### src/rtl/rf_wb_arbiter_pkg.sv
// Shared CPU constants and types for the register-file write-side controller.
//   REG_AW / DATA_W : register address and data widths
//   REG_ZERO        : hard-wired zero register, never written or marked busy
//   wb_ent_t        : one buffered long-latency result {rd, wd}
//   wb_src_e        : which source owns the RF write port this cycle
package rf_wb_arbiter_pkg;

  localparam int REG_AW = 5;
  localparam int DATA_W = 32;
  localparam logic [REG_AW-1:0] REG_ZERO = '0;

  typedef struct packed {
    logic [REG_AW-1:0] rd;
    logic [DATA_W-1:0] wd;
  } wb_ent_t;

  typedef enum logic [1:0] {
    SRC_NONE = 2'd0,
    SRC_PIPE = 2'd1,
    SRC_FIFO = 2'd2
  } wb_src_e;

endpackage

### src/rtl/rf_wb_fifo.sv
// Synchronous FIFO for long-latency results {rd, wd}.
//   clk, rst        : clock, async active-low reset (empties the FIFO)
//   push_i, rd_i, wd_i : write side; ignored while full
//   pop_i           : read side; ignored while empty
//   rd_o, wd_o      : head entry (valid when !empty_o)
//   full_o, empty_o, count_o : occupancy status
module rf_wb_fifo
  import rf_wb_arbiter_pkg::*;
#(
  parameter int DEPTH = 4
) (
  input  logic                   clk,
  input  logic                   rst,
  input  logic                   push_i,
  input  logic [REG_AW-1:0]      rd_i,
  input  logic [DATA_W-1:0]      wd_i,
  input  logic                   pop_i,
  output logic [REG_AW-1:0]      rd_o,
  output logic [DATA_W-1:0]      wd_o,
  output logic                   full_o,
  output logic                   empty_o,
  output logic [$clog2(DEPTH):0] count_o
);

  localparam int PW = $clog2(DEPTH);
  localparam logic [PW:0] FULL_CNT = (PW+1)'(DEPTH);

  wb_ent_t        mem_q [DEPTH];
  logic [PW-1:0]  wr_ptr_q, rd_ptr_q;
  logic [PW:0]    count_q;
  logic           do_push, do_pop;

  assign full_o  = (count_q == FULL_CNT);
  assign empty_o = (count_q == '0);
  assign count_o = count_q;
  assign do_push = push_i && !full_o;
  assign do_pop  = pop_i && !empty_o;
  assign rd_o    = mem_q[rd_ptr_q].rd;
  assign wd_o    = mem_q[rd_ptr_q].wd;

  // Pointers wrap naturally because DEPTH is a power of two.
  always_ff @(posedge clk or negedge rst) begin
    if (!rst) begin
      wr_ptr_q <= '0;
      rd_ptr_q <= '0;
      count_q  <= '0;
    end else begin
      if (do_push) wr_ptr_q <= wr_ptr_q + 1'b1;
      if (do_pop)  rd_ptr_q <= rd_ptr_q + 1'b1;
      case ({do_push, do_pop})
        2'b10:   count_q <= count_q + 1'b1;
        2'b01:   count_q <= count_q - 1'b1;
        default: count_q <= count_q;
      endcase
    end
  end

  // Storage needs no reset; occupancy alone decides what is valid.
  always_ff @(posedge clk) begin
    if (do_push) mem_q[wr_ptr_q] <= '{rd: rd_i, wd: wd_i};
  end

endmodule

### src/rtl/rf_wb_arbiter.sv
// Owns the single RF write port. Merges the in-order WB stream with buffered
// long-latency results and keeps a per-register busy scoreboard for decode.
//   clk, rst                    : clock, async active-low reset
//   pipe_we/rd/wd, pipe_stall   : WB stage request; stall holds it one cycle
//   iss_valid, iss_rd           : long-latency issue, marks rd busy
//   llu_valid/rd/wd, llu_ready  : long-latency result into the FIFO
//   rs, rt, rs_busy, rt_busy    : combinational scoreboard query
//   rf_we, rf_a3, rf_wd         : registered RF write port
//   fifo_count                  : FIFO occupancy
// STARVE_MAX must be >= 2.
module rf_wb_arbiter
  import rf_wb_arbiter_pkg::*;
#(
  parameter int DEPTH      = 4,
  parameter int STARVE_MAX = 8
) (
  input  logic                   clk,
  input  logic                   rst,
  input  logic                   pipe_we,
  input  logic [REG_AW-1:0]      pipe_rd,
  input  logic [DATA_W-1:0]      pipe_wd,
  output logic                   pipe_stall,
  input  logic                   iss_valid,
  input  logic [REG_AW-1:0]      iss_rd,
  input  logic                   llu_valid,
  output logic                   llu_ready,
  input  logic [REG_AW-1:0]      llu_rd,
  input  logic [DATA_W-1:0]      llu_wd,
  input  logic [REG_AW-1:0]      rs,
  input  logic [REG_AW-1:0]      rt,
  output logic                   rs_busy,
  output logic                   rt_busy,
  output logic                   rf_we,
  output logic [REG_AW-1:0]      rf_a3,
  output logic [DATA_W-1:0]      rf_wd,
  output logic [$clog2(DEPTH):0] fifo_count
);

  localparam int CW = $clog2(STARVE_MAX) + 1;
  localparam logic [CW-1:0] STALL_AT = CW'(STARVE_MAX - 1);

  logic              fifo_full, fifo_empty;
  logic [REG_AW-1:0] head_rd;
  logic [DATA_W-1:0] head_wd;
  logic              push, pop;
  wb_src_e           src;

  logic [REG_AW-1:0] win_rd;
  logic [DATA_W-1:0] win_wd;

  logic              rf_we_q, rf_we_d;
  logic [REG_AW-1:0] rf_a3_q;
  logic [DATA_W-1:0] rf_wd_q;
  logic              src_fifo_q;
  logic              pipe_stall_q, pipe_stall_d;
  logic [CW-1:0]     starve_q, starve_d;
  logic [31:0]       busy_q, busy_d;

  assign llu_ready = !fifo_full;
  assign push      = llu_valid && llu_ready;
  assign pop       = (src == SRC_FIFO);

  rf_wb_fifo #(.DEPTH(DEPTH)) u_fifo (
    .clk     (clk),
    .rst     (rst),
    .push_i  (push),
    .rd_i    (llu_rd),
    .wd_i    (llu_wd),
    .pop_i   (pop),
    .rd_o    (head_rd),
    .wd_o    (head_wd),
    .full_o  (fifo_full),
    .empty_o (fifo_empty),
    .count_o (fifo_count)
  );

  always_comb begin
    src    = SRC_NONE;
    win_rd = REG_ZERO;
    win_wd = '0;
    if (!pipe_stall_q && pipe_we) begin
      src    = SRC_PIPE;
      win_rd = pipe_rd;
      win_wd = pipe_wd;
    end else if (!fifo_empty) begin
      src    = SRC_FIFO;
      win_rd = head_rd;
      win_wd = head_wd;
    end
  end

  // A winner targeting r0 is consumed but never reaches the RF.
  assign rf_we_d = (src != SRC_NONE) && (win_rd != REG_ZERO);

  // Counter only grows while a queued head loses; the stall is raised one
  // cycle ahead so the head drains on the STARVE_MAX-th waiting cycle.
  always_comb begin
    starve_d     = '0;
    pipe_stall_d = 1'b0;
    if (src == SRC_PIPE && !fifo_empty) begin
      starve_d     = starve_q + 1'b1;
      pipe_stall_d = (starve_d == STALL_AT);
    end
  end

  // Clear on a FIFO commit, then set on issue so a same-edge set wins.
  always_comb begin
    busy_d = busy_q;
    if (rf_we_q && src_fifo_q) busy_d[rf_a3_q] = 1'b0;
    if (iss_valid && iss_rd != REG_ZERO) busy_d[iss_rd] = 1'b1;
  end

  always_ff @(posedge clk or negedge rst) begin
    if (!rst) begin
      rf_we_q      <= 1'b0;
      rf_a3_q      <= '0;
      rf_wd_q      <= '0;
      src_fifo_q   <= 1'b0;
      pipe_stall_q <= 1'b0;
      starve_q     <= '0;
      busy_q       <= '0;
    end else begin
      rf_we_q      <= rf_we_d;
      src_fifo_q   <= (src == SRC_FIFO);
      pipe_stall_q <= pipe_stall_d;
      starve_q     <= starve_d;
      busy_q       <= busy_d;
      if (src != SRC_NONE) begin
        rf_a3_q <= win_rd;
        rf_wd_q <= win_wd;
      end
    end
  end

  assign rf_we      = rf_we_q;
  assign rf_a3      = rf_a3_q;
  assign rf_wd      = rf_wd_q;
  assign pipe_stall = pipe_stall_q;
  assign rs_busy    = (rs != REG_ZERO) && busy_q[rs];
  assign rt_busy    = (rt != REG_ZERO) && busy_q[rt];

endmodule

### config.mk
export PLATFORM = sky130hd
export DESIGN_NAME = rf_wb_arbiter
export DESIGN_NICKNAME = d
export VERILOG_FILES = /design/src/rtl/rf_wb_arbiter_pkg.sv /design/src/rtl/rf_wb_fifo.sv /design/src/rtl/rf_wb_arbiter.sv
export SDC_FILE = /design/constraint.sdc
export NUM_CORES = 1
export LEC_CHECK = 0
export ABC_AREA = 1
export BUFFER_PORTS_ARGS = -buffer_cell sky130_fd_sc_hd__buf_2
export CAP_MARGIN = 10
export CELL_PAD_IN_SITES_DETAIL_PLACEMENT = 1
export CELL_PAD_IN_SITES_GLOBAL_PLACEMENT = 2
export CORE_MARGIN = 3
export CORE_UTILIZATION = 39
export CTS_CLUSTER_DIAMETER = 40
export DETAILED_ROUTE_END_ITERATION = 7
export PLACE_DENSITY = 0.93
export SYNTH_ARGS = -nofsm -noshare
export SYNTH_HDL_FRONTEND = slang
export SYNTH_SLANG_ARGS = --single-unit
### constraint.sdc
create_clock -name clk -period 6.65 [get_ports clk]
set_input_delay 0.9975 -clock clk [delete_from_list [all_inputs] [get_ports clk]]
set_output_delay 0.9975 -clock clk [all_outputs]
set_load 0.005 [all_outputs]
==> summary.md <==
| Metric | Value |
|---|---|
| Highest clock rate | `0.312 GHz` |
| Initial Utilization | `0.401` |
| WL/cell | `19.3 microns` |
| Sequential-to-total area share from yosys stat | `0.661` |
| Share of layout cells above drive strength 1 | `0.189` |
| Lkg Pwr | `4.94 nW` |
| Die ar. | `27200 sq um` |
| Fin crit share | `0.482` |
| # clock sinks | `231` |
| Worst relative slew slack | `0.309` |
| Fill count | `2759` |
| Count of state elements after synthesis | `231` |
| I/O Buffers | `138` |
| Worst-Skew Late Latency | `0.52 ns` |
| Worst Path Required | `5.65 ns` |
| First-pass GRT wire length | `44000 microns` |
| Routed wire length | `27800 microns` |
| Slew Viols, Final | `0` |
| Final Hold Vio Count | `0` |
| Total GRT Usage | `0.206` |
| Placed cell count | `1383` |
| CP arrival | `2.21 ns` |
| HPWL Detailed | `18000 microns` |
| Placement Setup Slack | `2.91 ns` |
| Largest net degree at the start of global routing | `77` |
| Status | `finished, final reports clean` |
| Die Ht | `165 microns` |
| WS Path Type | `input pin to primary output` |
| Least-Margin Pin Slew | `1.03 ns` |
| Initial antenna violation count | `7` |
| Maxcap violations | `0` |
| Reg clk slew, reported paths | `0.06 ns` |
| CTS Root Cell | `clkbuf_16` |
| Cell Area, Synth | `9860 sq um` |
| Hold WC Path Type | `input pin to asynchronous set/reset pin` |
| Total I/O pin count | `139` |
| Syn_nets | `1055` |
| Worst VDD drop | `0.258 mV` |
| Setup crit end kind | `primary output` |
| Routability cong. | `0.811` |
| Num rows | `57` |
| Synth area leader | `edfxtp_1` |
| Die X-Extent | `165 microns` |
| Area added between synthesis and finish | `19.6%` |
| Starting DRT DRC Count | `526` |
| Worst Skew | `0.00978 ns` |
| Setup TNS Final | `0 ns` |
| Ys Warns | `0` |
| Worst r2r dst | `u_fifo.count_o[2]` |
| Hold buffers post-CTS | `0` |
| Non-Filler Instances | `1437` |
| Vias in the first global route | `8156` |
| Worst Setup Slack, final | `3.44 ns` |
| DRC | `0` |
| Final ANT Viol Nets | `0` |
| Total gr overflow | `0` |
| R2r worst-path depth | `9` |
| Average vias per placed instance | `5.22` |
| Synth top area cells | `edfxtp_1, dfrtp_1, nand2_1, o21ai_0, nand3_1` |
| Nets@finish | `1191` |
| Postcts setup bufs | `0` |
| Syn Inst Count | `953` |
| Syn_area_per_cell | `10.3 sq um` |
| Via count | `7504` |
| Crit path launch type | `input pin` |
| WHS | `0.372 ns` |
| Number of distinct library cells after synthesis | `28` |
| RR Startpoint | `pipe_stall` |
| Post-CTS resize count | `0` |
| Drt pass-1 iters | `4` |
| Share of the synthesized area in the top cell type | `0.451` |
| RSZ-0062 raised after global routing | `no` |
| TritonCTS Buffers | `28` |
| # setup viols final | `0` |
| Reg2Reg Setup Slack | `3.72 ns` |
| H-Tree Depth | `1` |
| Min Tclk post-route | `3.21 ns` |
| Top fanout value on the critical path | `9` |
| Clk buf depth | `3` |
| CTS tree | `done` |
| PD cells | `441 nW/um^2` |
| Core area | `24600 sq um` |
## per-layer routing
layer / GRT usage / vias to the layer above / share of wire
met1: 0.252 / 3705 / 0.41
met3: 0.0364 / 47 / 0.052
met5: 0 / - / 0.0024
met4: 0.0461 / 12 / 0.013
li1: - / 3551 / -
met2: 0.378 / 189 / 0.52
## where the power goes
part | switching, mW | total, mW | internal [mW] | leakage (nW)
Clock | 0.600 | 1.52 | 0.916 | 0.459
Combinational | 1.06 | 1.54 | 0.482 | 2.17
Sequential | 0.192 | 2.15 | 1.95 | 2.31
## cells in the final DEF, fill, tap and decap left out, types with 11 or more instances in the layout
| cell type | synthesis | final |
|---|---|---|
| nor2_1 | 86 | 82 |
| nand3_1 | 102 | 102 |
| dfrtp_1 | 83 | 82 |
| clkbuf_16 | 0 | 29 |
| buf_2 | 17 | 137 |
| edfxtp_1 | 148 | 148 |
| inv_1 | 68 | 68 |
| buf_4 | 9 | 11 |
| o22ai_1 | 32 | 32 |
| nand2_1 | 211 | 211 |
| o21ai_0 | 130 | 130 |
## layout make-up
type	instances	area [sq um]	area share
Multi-Input combinational cell	604	2870	0.243
Inverter	76	285	0.0242
Antenna cell	2	5.00	0.000424
Clock inverter	22	211	0.0179
Tap cell	324	405	0.0344
Clock buffer	30	729	0.0618
Timing Repair Buffer	148	768	0.0651
Sequential cell	231	6520	0.553
## state kept, by name, indices dropped and copies added, names as in the netlist, 2 cells and up
name,cells
u_fifo.mem_q,148
u_fifo.wr_ptr_q,2
starve_q,4
rf_a3,5
u_fifo.rd_ptr_q,2
busy_q,32
u_fifo.count_o,3
rf_wd,32
## Yosys cell counts
master	n
nor2_2	2
clkinv_1	3
xnor2_1	2
dfrtp_1	83
inv_2	5
nor3_1	2
a22oi_1	9
nor2_1	86
xor2_1	4
inv_1	68
ha_1	7
clkbuf_1	14
nand2_2	1
buf_2	17
o211ai_1	4
a21boi_1	1
nor3_2	1
a21oi_1	4
nand2_1	211
o21ai_1	3
o21ai_0	130
buf_4	9
o22ai_1	32
edfxtp_1	148
a31oi_1	2
buf_6	2
fa_1	1
nand3_1	102
## cell families after synthesis
logic type	after synthesis	synth area share
xor gates and xnor gates	6	0.00533
and+or+nand+nor	405	0.169
buffers and inverters	118	0.0520
AOI/OAI and AO/OA	185	0.102
DFF	231	0.661
adders and majority gates	8	0.0109
## critical path: stages
cell and delay [ns]:
buf_2 0.20, clkinv_1 0.32, nand3_1 0.19, nand3_1 0.10
nand3_1 0.12, nand2_1 0.06, nand2_1 0.05, nand2_1 0.05
buf_2 0.11
## through the flow
step                      power, mW  instance area [sq um]   util
after CTS                      5.26                  11800  0.479
after global placement         3.60                  10800  0.441
after global routing           5.54                  11800  0.479
after detailed placement       3.70                  10800  0.441
after floorplan                3.10                   9860      -
final                          5.20                  11800  0.479
## worst max-delay path by stage
stage | start | endpoint | depth (start not counted) | slack, ns
final | rs[1] | rs_busy | 9 | 3.44
after global routing | pipe_we | u_fifo.count_o[2] | 11 | 3.24
after global placement | pipe_we | u_fifo.count_o[2] | 11 | 2.98
after detailed placement | pipe_we | u_fifo.count_o[2] | 11 | 2.91
after floorplan | llu_valid | u_fifo.mem_q[0][0] | 2 | 3.48
after CTS | rs[1] | rs_busy | 9 | 3.38
(Power assumes the default switching activity.)
